File: src/rtl/imem_fetch_ctrl.sv
// Instruction fetch sequencer: holds the PC, drives a zero-latency instruction
// memory and registers each returned word into a single fetch slot toward decode.
module imem_fetch_ctrl #(
  parameter int unsigned            INS_ADDRESS = 9,
  parameter int unsigned            INS_W       = 32,
  parameter logic [INS_ADDRESS-1:0] RESET_PC    = '0
) (
  input  logic                   clk,
  input  logic                   rst_n,
  input  logic                   start,
  input  logic                   halt_req,
  input  logic                   redirect_valid,
  input  logic [INS_ADDRESS-1:0] redirect_pc,
  output logic [INS_ADDRESS-1:0] imem_ra,
  input  logic [INS_W-1:0]       imem_rd,
  output logic                   out_valid,
  input  logic                   out_ready,
  output logic [INS_W-1:0]       out_inst,
  output logic [INS_ADDRESS-1:0] out_pc,
  output logic                   busy,
  output logic                   misalign_err,
  output logic [15:0]            fetch_count,
  output logic [2:0]             dbg_state
);

  typedef enum logic [2:0] {
    ST_IDLE    = 3'd0,
    ST_FETCH   = 3'd1,
    ST_DRAIN   = 3'd2,
    ST_HALTED  = 3'd3,
    ST_ERROR   = 3'd4
  } state_t;

  localparam logic [INS_ADDRESS-1:0] PC_STEP = INS_ADDRESS'(4);

  state_t                   state_q, state_d;
  logic [INS_ADDRESS-1:0]   pc_q, pc_d;
  logic                     valid_q, valid_d;
  logic [INS_W-1:0]         inst_q, inst_d;
  logic [INS_ADDRESS-1:0]   opc_q, opc_d;
  logic                     err_q, err_d;
  logic [15:0]              cnt_q, cnt_d;

  logic handshake;
  logic slot_free;
  logic misaligned;

  // Handshake: the slot transfers to decode on every cycle with out_valid && out_ready.
  // out_valid stays high and out_inst/out_pc stay stable until that transfer, unless
  // a redirect or a fault flushes the slot.
  assign handshake  = valid_q && out_ready;
  assign slot_free  = !valid_q || out_ready;
  assign misaligned = redirect_pc[1:0] != 2'b00;

  always_ff @(posedge clk or negedge rst_n) begin
    if (!rst_n) begin
      state_q <= ST_IDLE;
      pc_q    <= RESET_PC;
      valid_q <= 1'b0;
      inst_q  <= '0;
      opc_q   <= '0;
      err_q   <= 1'b0;
      cnt_q   <= '0;
    end else begin
      state_q <= state_d;
      pc_q    <= pc_d;
      valid_q <= valid_d;
      inst_q  <= inst_d;
      opc_q   <= opc_d;
      err_q   <= err_d;
      cnt_q   <= cnt_d;
    end
  end

  always_comb begin
    state_d = state_q;
    pc_d    = pc_q;
    // A consumed slot empties unless refilled below.
    valid_d = valid_q && !out_ready;
    inst_d  = inst_q;
    opc_d   = opc_q;
    err_d   = err_q;
    cnt_d   = (handshake && cnt_q != 16'hFFFF) ? cnt_q + 16'd1 : cnt_q;

    case (state_q)
      ST_IDLE: begin
        if (start) state_d = ST_FETCH;
      end
      ST_FETCH: begin
        if (redirect_valid && misaligned) begin
          state_d = ST_ERROR;
          err_d   = 1'b1;
          valid_d = 1'b0;
        end else if (redirect_valid) begin
          pc_d    = redirect_pc;
          valid_d = 1'b0;
          if (halt_req) state_d = ST_HALTED;
        end else if (halt_req) begin
          state_d = ST_DRAIN;
        end else if (slot_free) begin
          inst_d  = imem_rd;
          opc_d   = pc_q;
          valid_d = 1'b1;
          pc_d    = pc_q + PC_STEP;
        end
      end
      ST_DRAIN: begin
        if (redirect_valid && misaligned) begin
          state_d = ST_ERROR;
          err_d   = 1'b1;
          valid_d = 1'b0;
        end else if (redirect_valid) begin
          pc_d    = redirect_pc;
          valid_d = 1'b0;
          state_d = ST_HALTED;
        end else if (!valid_q || handshake) begin
          valid_d = 1'b0;
          state_d = ST_HALTED;
        end
      end
      ST_HALTED: begin
        valid_d = 1'b0;
        if (start) state_d = ST_FETCH;
      end
      ST_ERROR: begin
        valid_d = 1'b0;
        err_d   = 1'b1;
      end
      default: begin
        state_d = ST_IDLE;
        valid_d = 1'b0;
      end
    endcase
  end

  assign imem_ra      = pc_q;
  assign out_valid    = valid_q;
  assign out_inst     = inst_q;
  assign out_pc       = opc_q;
  assign busy         = (state_q == ST_FETCH) || (state_q == ST_DRAIN);
  assign misalign_err = err_q;
  assign fetch_count  = cnt_q;
  assign dbg_state    = state_q;

endmodule

File: config.mk
export PLATFORM = sky130hd
export DESIGN_NAME = imem_fetch_ctrl
export DESIGN_NICKNAME = d
export VERILOG_FILES = /design/src/rtl/imem_fetch_ctrl.sv
export SDC_FILE = /design/constraint.sdc
export NUM_CORES = 1
export LEC_CHECK = 0
export BUFFER_PORTS_ARGS = -buffer_cell sky130_fd_sc_hd__buf_2
export CAP_MARGIN = 20
export CORE_UTILIZATION = 25
export CTS_BUF_LIST = sky130_fd_sc_hd__clkbuf_2 sky130_fd_sc_hd__clkbuf_4 sky130_fd_sc_hd__clkbuf_8
export CTS_CLUSTER_SIZE = 8
export DETAILED_ROUTE_END_ITERATION = 8
export PLACE_DENSITY = 0.49
export SYNTH_ARGS = -nofsm -noshare
export SYNTH_HDL_FRONTEND = slang
export SYNTH_SLANG_ARGS = --single-unit
File: constraint.sdc
create_clock -name clk -period 5.4 [get_ports clk]
set_clock_uncertainty 0.15 [all_clocks]
set_input_delay 0.81 -clock clk [delete_from_list [all_inputs] [get_ports clk]]
set_output_delay 0.81 -clock clk [all_outputs]
set_load 0.02 [all_outputs]
==> impl_metrics.csv, run 1 <==
group,metric,value,unit
placed_design,placed_cell_area,4070,sq um
logic_synthesis,synthFlopType,"dfrtp_1",
logic_synthesis,ys_seq_area_frac,0.536,
global_routing,grt_antenna_before_repair,0,
sta,final-setup-viol-count,0,
final_layout,drive_above_1_share,0.530,
sta,fin_tns_setup,0,ns
worst_setup_path,critPathMaxStageDelay,0.47,ns
sta,slew_headroom,0.401,
cts,cts_tree,"built",
final_layout,nNetsFinal,407,
routing,vias,2282,
placed_design,numPortBuffers,118,
cts,cts_num_sinks,71,
logic_synthesis,synth_common_cells,"71 x dfrtp_1, 40 x mux2_4, 11 x a21oi_1, 10 x nand2_1, 9 x xnor2_1",
sta,maxSlewViolCount,0,
cts,holdBufCountCts,0,
worst_setup_path,crit_arrival,1.54,ns
routing,drt-total-wl,7.41,mm
cts,cts_root_buf,"clkbuf_8",
global_routing,grt_pass1_wl,11.0,mm
logic_synthesis,netlist_top_cells_area,"dfrtp_1 54%, mux2_4 18%, xnor2_1 2.4%",
worst_setup_path,worst_setup_path_end_kind,"output port",
logic_synthesis,synth_edf_count,0,
worst_setup_path,crit_family,"flip-flops",
cts,clkSlewWorstSetupHoldPaths,0.08,ns
routing,wire_per_inst,13.9,um
worst_setup_path,critical_path_class,"flop to output port",
job,cap_violations,0,
die,design.die.area,13700,sq um
routing,drt-pass1-iter-count,4,
logic_synthesis,synth_area_per_cell,14.0,sq um
cts,htree_levels,3,
worst_setup_path,start_kind,"flop",
logic_synthesis,synth.top_cell.area_share,0.536,
logic_synthesis,async_flop_share,1.00,
power,p_leak,2.20,nW
worst_setup_path,path_cells,"nand2b_2, a21oi_1, buf_2",
sta,fmax,400,MHz
final_layout,area_growth,27.7,%
final_layout,fill_cells,1302,
logic_synthesis,ys_warn_count,0,
routing,drtIter0Drc,63,
routing,final_antenna_net_count,0,
cts,cts_made_buffers,9,
worst_setup_path,critPathSlowestCell,"dfrtp_1",
hold_path,hold_class,"flop to flop",
worst_setup_path,critPathMaxFanout,9,
global_routing,grt_max_degree,72,
logic_synthesis,synth_area,3310,sq um
cts,cts_setup_buffers,0,
sta,worstMarginPinSlew,0.898,ns
final_layout,num_antenna_cells,0,
sta,hold_violations,0,
routing,viasPerCell,4.27,
die,core_area,12800,sq um
final_layout,fin_area,4230,sq um
logic_synthesis,syn_nets,285,
die,ios,119,
sta,period_needed,2.50,ns
sta,whs,0.318,ns
die,chipWidth,117,um
global_routing,grt_pass1_vias,2132,
placed_design,dp_hpwl,5.29,mm
worst_setup_path,required,4.44,ns
cts,cts.repair.resized,0,
logic_synthesis,synth_seq_cells,71,
worst_setup_path,crit_buf_inv,1,
cts,clock_path_buffers,2,
run_status,status,"completed",
cts,insertion_delay,0.35,ns
die,initial_utilization,0.259,
global_routing,grt_usage,0.108,
die,die_y,117,um
logic_synthesis,netlist-cell-type-count,50,
power,power_density,528,nW/um^2
logic_synthesis,synth_largest_area_cell,"dfrtp_1",
sta,rsz0062_at_grt,"no",
logic_synthesis,yosysMostFrequentCell,"dfrtp_1",
logic_synthesis,syn_inst,236,
placed_design,globalplace.congestion,0.784,
routing,drc,0,
sta,fin_crit_sh,0.463,
power,peakVddDrop,0.000215,V
global_routing,globalRouteOverflowTotal,0,
die,rows,41,
[area by class of cell]
cell class	count	area, sq um	share of cell area
sequential	71	1780	0.420
multi-input combinational	153	1450	0.342
timing repair buffer	119	613	0.145
tap	172	215	0.0509
clock buffer	11	139	0.0328
clock inverter	4	23.8	0.00562
inverter	4	15.0	0.00355
[through the flow]
| step | instances | setup WS [ns] | utilization | total power [mW] |
|---|---|---|---|---|
| floorplan | 236 | 3.28 | - | 1.57 |
| global placement | 518 | 2.52 | 0.317 | 1.87 |
| detailed placement | 519 | 2.76 | 0.319 | 1.88 |
| CTS | 534 | 2.88 | 0.331 | 2.27 |
| global route | 534 | 2.79 | 0.331 | 2.39 |
| finish | 534 | 2.90 | 0.331 | 2.23 |
[metal layers]
layer | global-route usage | part of all wire | vias up
met1 | 0.146 | 0.49 | 1101
met2 | 0.155 | 0.43 | 69
li1 | - | - | 1101
met4 | 0.0684 | 0.023 | 0
met5 | 0 | 0 | -
met3 | 0.0232 | 0.053 | 11
[sequential cells by signal, summed over array words and instances (netlist names)]
register      cells
out_pc            9
imem_ra           9
out_inst         32
dbg_state         3
fetch_count      16
out_valid         1
misalign_err      1
[layout by cell type (no fill, tap or decap), types with 3 or more instances in the layout]
cell type  Yosys  layout
buf_2          2     117
dfrtp_1       71      71
mux2_4        40      40
a21oi_1       11      11
nand2_1       10      10
xnor2_1        9       9
clkbuf_8       0       9
o21ai_0        8       8
nand3_1        7       7
xor2_1         6       6
nor2_1         5       5
and3_1         5       5
inv_1          4       4
nor2b_1        4       4
o31a_1         3       3
a2bb2oi_1      3       3
nor3_1         3       3
nand4_1        3       3
clkinv_2       0       3
[final timing paths]
path / end / cells after the start / slack, ns / from
hold reg to reg: misalign_err / 1 / 0.32 / misalign_err
setup / recovery: busy / 3 / 2.90 / dbg_state[1]
min in group asynchronous: out_pc[7] / 1 / 0.44 / rst_n
hold / removal: misalign_err / 1 / 0.32 / misalign_err
max in group asynchronous: fetch_count[6] / 1 / 4.07 / rst_n
setup reg to reg: out_inst[13] / 5 / 3.01 / dbg_state[1]
[power by group]
group	internal (mW)	switching, mW
sequential	0.729	0.159
combinational	0.458	0.520
clock	0.173	0.196
total	1.36	0.875
[logic make-up after synthesis]
| kind of cell | after synthesis | share of synthesized area |
|---|---|---|
| flip-flops | 71 | 0.536 |
| AND/OR/NAND/NOR | 56 | 0.119 |
| multiplexers | 43 | 0.191 |
| AO/OA/AOI/OAI | 37 | 0.0800 |
| XOR/XNOR | 15 | 0.0396 |
| buffers and inverters | 12 | 0.0268 |
| adder cells (fa/ha/maj) | 2 | 0.00755 |
(Power assumes the default switching activity.)
==> inputs of run 2 (changes only) <==
--- a/config.mk
+++ b/config.mk
@@ -11,7 +11,7 @@
 export CTS_BUF_LIST = sky130_fd_sc_hd__clkbuf_2 sky130_fd_sc_hd__clkbuf_4 sky130_fd_sc_hd__clkbuf_8
 export CTS_CLUSTER_SIZE = 8
 export DETAILED_ROUTE_END_ITERATION = 8
-export PLACE_DENSITY = 0.49
+export PLACE_DENSITY = 0.51
 export SYNTH_ARGS = -nofsm -noshare
 export SYNTH_HDL_FRONTEND = slang
 export SYNTH_SLANG_ARGS = --single-unit
==> constraint.sdc (replaced) <==
create_clock -name clk -period 2.01 [get_ports clk]
set_clock_uncertainty 0.15 [all_clocks]
set_input_delay 0.3015 -clock clk [delete_from_list [all_inputs] [get_ports clk]]
set_output_delay 0.3015 -clock clk [all_outputs]
set_load 0.02 [all_outputs]
==> run 2 against run 1 <==
Sequential share of layout area is 4.0 points lower. Clock-buffer cell count is 1 lower. Flip-flop and latch count stayed put. Via count is 8.4% higher. Register-to-register slack worse by 2.9 ns.
==> impl_metrics.csv, run 2 (same netlist as run 1, synthesis figures left out) <==
group,metric,value,unit
worst_setup_path,start_kind,"flop",
sta,maxSlewViolCount,0,
global_routing,grt_usage,0.120,
final_layout,largest_register_ffs,32,
global_routing,grt_antenna_before_repair,0,
sta,worstMarginPinSlew,0.464,ns
worst_setup_path,crit_buf_inv,2,
cts,cts_root_buf,"clkbuf_8",
die,die_y,117,um
power,peakVddDrop,0.000498,V
sta,final-setup-viol-count,0,
worst_setup_path,rr_worst_depth,6,
global_routing,use_met3,0.0417,
worst_setup_path,worst_setup_path_end_kind,"output port",
cts,cts_num_sinks,71,
sta,hold_violations,0,
run_status,status,"completed",
final_layout,final_common_cell,"buf_2",
sta,slew_headroom,0.688,
final_layout,multi_input_area,1470,sq um
final_layout,fin_cells,574,
worst_setup_path,critical_path_depth,4,
cts,insertion_delay,0.36,ns
die,initial_utilization,0.259,
power,p_switching,2.43,mW
power,p_clk_frac,0.188,
worst_setup_path,critPathMaxFanout,6,
final_layout,regArea,1780,sq um
worst_setup_path,crit_family,"flip-flops",
final_layout,nNetsFinal,446,
worst_setup_path,crit-reg2reg-launch,"fetch_count[0]",
global_routing,use_met2,0.185,
global_routing,grt_pass1_wl,12.1,mm
hold_path,hold_class,"input pin to flop",
power,power,6.33,mW
die,design.die.area,13700,sq um
sta,period_needed,1.91,ns
power,internal_power,3.90,mW
power,pwr-share-comb,0.442,
routing,wire_per_inst,13.9,um
placed_design,numPortBuffers,118,
cts,clock_path_buffers,2,
worst_setup_path,crit_arrival,1.46,ns
final_layout,drive_above_1_share,0.507,
global_routing,top_usage_layer,"met2",
routing,drtIter0Drc,78,
worst_setup_path,cp_common_cell,"buf_4",
cts,cts_made_buffers,9,
worst_setup_path,r2r-end,"fetch_count[6]",
die,ios,119,
power,swShare,0.384,
cts,cts_setup_buffers,0,
routing,vias,2474,
worst_setup_path,reg2reg_setup_slack,0.11,ns
cts,cts_tree,"built",
routing,drt-total-wl,7.96,mm
worst_setup_path,path_cells,"buf_4, nand2b_1, a21oi_2, buf_4",
routing,drt-pass1-iter-count,4,
routing,viasPerCell,4.31,
placed_design,dp_hpwl,5.34,mm
cts,clkSlewWorstSetupHoldPaths,0.09,ns
die,core_area,12800,sq um
placed_design,placedCellCount,529,
die,chipWidth,117,um
routing,drc,0,
power,p_leak,2.38,nW
sta,rsz0062_at_grt,"yes",
die,rows,41,
power,power_density,1360,nW/um^2
worst_setup_path,crit_end,"busy",
worst_setup_path,critPathSlowestCell,"dfrtp_1",
global_routing,gr-usage-met1,0.146,
worst_setup_path,critPathMaxStageDelay,0.43,ns
power,power_frac_seq,0.370,
worst_setup_path,critical_path_class,"flop to output port",
job,cap_violations,0,
routing,final_antenna_net_count,0,
sta,fmax,524,MHz
final_layout,fill_cells,1230,
worst_setup_path,required,1.56,ns
placed_design,globalplace.congestion,0.769,
final_layout,num_antenna_cells,0,
global_routing,grt_pass1_vias,2408,
final_layout,final_cell_mix,"116 x buf_2, 71 x dfrtp_1, 40 x mux2_4",
global_routing,globalRouteOverflowTotal,0,
cts,htree_levels,3,
final_layout,area_growth,41.0,%
sta,fin_crit_sh,0.950,
worst_setup_path,crit_path_start,"dbg_state[0]",
global_routing,grt_max_degree,42,
-- run 2: cell types whose count changed in the layout (fill, tap and decap cells not counted), sizes merged --
cell,previous run,this run
dlygate4sd3,0,29
buf,119,129
clkinv,4,1
clkinvlp,0,2
inv,4,6
bufinv,0,1
clkbuf,11,10
-- run 2: through the flow --
| step | worst slack [ns] | utilization | setup TNS, ns | instance area [sq um] | hold WS, ns |
|---|---|---|---|---|---|
| 3_5_place_dp | 0.112 | 0.325 | 0 | 4160 | 0.100 |
| 6_report | 0.101 | 0.366 | 0 | 4670 | 0.0375 |
| 3_3_place_gp | 0.180 | 0.325 | 0 | 4160 | 0.0995 |
| 4_1_cts | 0.0258 | 0.364 | 0 | 4650 | 0.00121 |
| 2_1_floorplan | 0.0942 | - | 0 | 3310 | -0.144 |
| 5_1_grt | -0.0396 | 0.366 | -0.0396 | 4670 | 0.000775 |
-- run 2: routing by layer --
| layer | share of wire | wire length (um) |
|---|---|---|
| met5 | 0 | 0 |
| met1 | 0.46 | 3630 |
| met4 | 0.019 | 151 |
| met2 | 0.47 | 3770 |
| met3 | 0.052 | 415 |
-- run 2: layout make-up --
cell class                      count  share of cell area
Sequential cell                    71               0.380
Multi-Input combinational cell    153               0.314
Timing Repair Buffer              158               0.213
Tap cell                          172              0.0461
Clock buffer                       10              0.0295
Clock inverter                      6              0.0145
Inverter                            4             0.00321
-- run 2: worst register-to-register path, stage by stage, from the launching register on --
cell	delay [ns]
dfrtp_1	0.42
ha_1	0.21
nand2_1	0.14
nor3_4	0.27
a41oi_4	0.22
and3b_1	0.24
xor2_1	0.14
-- run 2: power groups by stage --
stage	Combinational, mW	Clock [mW]	Sequential [mW]
after floorplan	1.22	0	2.99
after global placement	2.74	0	2.32
after detailed placement	2.74	0	2.36
after CTS	2.80	1.26	2.34
after global routing	3.05	1.32	2.41
final	2.80	1.19	2.34
-- run 2: worst min path at each step --
stage / start / end / slack (ns) / cells after the start
final: imem_rd[30] / out_inst[30] / 0.04 / 2
after floorplan: rst_n / dbg_state[0] / -0.14 / 0
after detailed placement: rst_n / out_inst[11] / 0.10 / 1
after global placement: rst_n / out_inst[7] / 0.1 / 1
after CTS: imem_rd[30] / out_inst[30] / 0.001 / 2
after global routing: imem_rd[30] / out_inst[30] / 0.0008 / 2
-- run 2: timing repair --
action,4_1_cts,5_1_grt
endpoints found under the setup margin,0,7
hold endpoints to repair,54,0
gates resized for setup,0,4
hold buffers,29,0
==> inputs of run 3 (changes only) <==
--- a/config.mk
+++ b/config.mk
@@ -8,7 +8,6 @@
 export BUFFER_PORTS_ARGS = -buffer_cell sky130_fd_sc_hd__buf_2
 export CAP_MARGIN = 20
 export CORE_UTILIZATION = 25
-export CTS_BUF_LIST = sky130_fd_sc_hd__clkbuf_2 sky130_fd_sc_hd__clkbuf_4 sky130_fd_sc_hd__clkbuf_8
 export CTS_CLUSTER_SIZE = 8
 export DETAILED_ROUTE_END_ITERATION = 8
 export PLACE_DENSITY = 0.51
==> constraint.sdc (replaced) <==
create_clock -name clk -period 1.7 [get_ports clk]
set_clock_uncertainty 0.15 [all_clocks]
set_input_delay 0.255 -clock clk [delete_from_list [all_inputs] [get_ports clk]]
set_output_delay 0.255 -clock clk [all_outputs]
set_load 0.02 [all_outputs]
==> run 3 against run 2 <==
The run now ends with setup timing left. Critical path depth stayed put. Die area stayed put. Sequential share of layout area is 2.7 points lower. Via count is 2.8% higher. Power is 36% higher. Core utilization is 3.2 points higher. Clock power is 66% higher.
==> impl_metrics.csv, run 3 (same netlist as run 1, synthesis figures left out) <==
group,metric,value,unit
global_routing,grt_usage,0.119,
cts,cts_tree,"built",
sta,period_needed,1.73,ns
final_layout,area_growth,53.5,%
die,initial_utilization,0.259,
final_layout,fin_area,5090,sq um
worst_setup_path,critPathMaxFanout,3,
worst_setup_path,rr_worst_depth,6,
hold_path,hold_class,"input pin to flop",
routing,drt-pass1-iter-count,4,
sta,timing.final.ws_setup,-0.0339,ns
cts,clock_path_buffers,2,
placed_design,globalplace.congestion,0.794,
final_layout,nNetsFinal,471,
routing,drtIter0Drc,83,
final_layout,largest_register_ffs,32,
worst_setup_path,r2r-end,"out_inst[16]",
sta,fmax,577,MHz
final_layout,num_antenna_cells,0,
die,design.die.area,13700,sq um
cts,cts_num_sinks,71,
sta,worstMarginPinSlew,0.376,ns
global_routing,globalRouteOverflowTotal,0,
hold_path,hold_end,"out_inst[14]",
final_layout,final_cell_mix,"116 x buf_2, 55 x dfrtp_1, 42 x mux2_4",
final_layout,final_common_cell,"buf_2",
sta,hold_violations,0,
global_routing,grt_pass1_vias,2427,
die,rows,41,
cts,insertion_delay,0.33,ns
worst_setup_path,reg2reg_setup_slack,-0.03,ns
die,die_y,117,um
routing,viasPerCell,4.25,
placed_design,numPortBuffers,118,
worst_setup_path,crit-reg2reg-launch,"dbg_state[0]",
routing,final_antenna_net_count,0,
cts,cts_root_buf,"clkbuf_16",
final_layout,fill_cells,1240,
worst_setup_path,start_kind,"flop",
power,power_density,1690,nW/um^2
global_routing,grt_antenna_before_repair,0,
placed_design,placed_cell_area,4380,sq um
placed_design,dp_hpwl,5.69,mm
placed_design,place_ws,-0.0267,ns
cts,clkSlewWorstSetupHoldPaths,0.06,ns
global_routing,grt_max_degree,40,
routing,drc,0,
hold_path,worstHoldStart,"imem_rd[14]",
die,chipWidth,117,um
die,core_area,12800,sq um
sta,fin_crit_sh,1.02,
run_status,violations,"setup timing",
run_status,status,"complete, but fails checks",
routing,wire_per_inst,13.5,um
hold_path,hold_depth,2,
cts,htree_levels,3,
final_layout,drive_above_1_share,0.620,
job,cap_violations,0,
die,ios,119,
power,peakVddDrop,0.000895,V
sta,slew_headroom,0.746,
worst_setup_path,worst_setup_path_end_kind,"output port",
worst_setup_path,required,1.29,ns
sta,maxSlewViolCount,0,
worst_setup_path,critical_path_class,"flop to output port",
sta,rsz0062_at_grt,"yes",
power,p_leak,2.60,nW
worst_setup_path,crit_arrival,1.33,ns
power,power,8.62,mW
routing,drt-total-wl,8.08,mm
sta,final-setup-viol-count,34,
global_routing,grt_pass1_wl,12.3,mm
cts,cts_made_buffers,9,
routing,vias,2543,
## run 3: cell count changes in the layout (fill, tap and decap cells not counted), moves of 10 or more
cell | before | now
dfrtp_2 | 0 | 16
dlygate4sd3_1 | 29 | 19
buf_4 | 11 | 37
dfrtp_1 | 71 | 55
clkbuf_8 | 10 | 0
## run 3: through the flow
stage / util / hold slack (ns) / setup TNS (ns) / std cells
finish: 0.398 / 0.0151 / -0.516 / 598
global route: 0.398 / 0.00212 / -3.36 / 598
CTS: 0.391 / 0.000147 / -0.130 / 595
detailed placement: 0.343 / 0.0688 / -0.0863 / 552
global placement: 0.343 / 0.0601 / 0 / 552
floorplan: - / -0.191 / -0.0344 / 236
## run 3: critical path: stages (launching register included)
cell and delay (ns):
dfrtp_2 0.43, buf_6 0.13, nand2b_4 0.14, a21oi_4 0.16, buf_6 0.13
## run 3: repair_timing
item | in CTS | in global routing
endpoints found under the setup margin | 28 | 58
buffers inserted | 9 | 4
gates cloned | 0 | 0
hold buffers | 19 | 0
pin swaps | 2 | 9
resized for setup | 9 | 21
hold endpoints to repair | 44 | 0
## run 3: cell type report
cell class | count | area [sq um] | share of cell area
inverters | 4 | 15.0 | 0.00295
well taps | 172 | 215 | 0.0423
clock buffers | 9 | 225 | 0.0443
repair buffers | 183 | 1200 | 0.235
multi-input cells | 153 | 1550 | 0.305
clock inverters | 6 | 86.3 | 0.0170
flip-flops and latches | 71 | 1800 | 0.353
## run 3: worst max-delay path by stage
stage	start	to	slack, ns	depth (start not counted)
after floorplan	fetch_count[9]	fetch_count[6]	-0.02	5
after global placement	fetch_count[1]	fetch_count[15]	0.002	6
after detailed placement	fetch_count[1]	fetch_count[6]	-0.03	6
after CTS	dbg_state[0]	busy	-0.04	4
after global routing	fetch_count[2]	fetch_count[15]	-0.1	5
final	dbg_state[0]	busy	-0.03	4
## run 3: layer usage
layer  vias to the layer above  GRT usage  share of wire
li1                       1229          -              -
met5                         -          0              0
met3                         9     0.0330          0.052
met2                        70      0.184           0.47
met4                         0     0.0456          0.013
met1                      1235      0.156           0.46
## run 3: power by group
part | switching [mW] | internal [mW] | total (mW)
Clock | 0.701 | 1.27 | 1.97
Sequential | 0.448 | 2.33 | 2.78
Combinational | 1.88 | 1.98 | 3.86
Total | 3.03 | 5.58 | 8.62
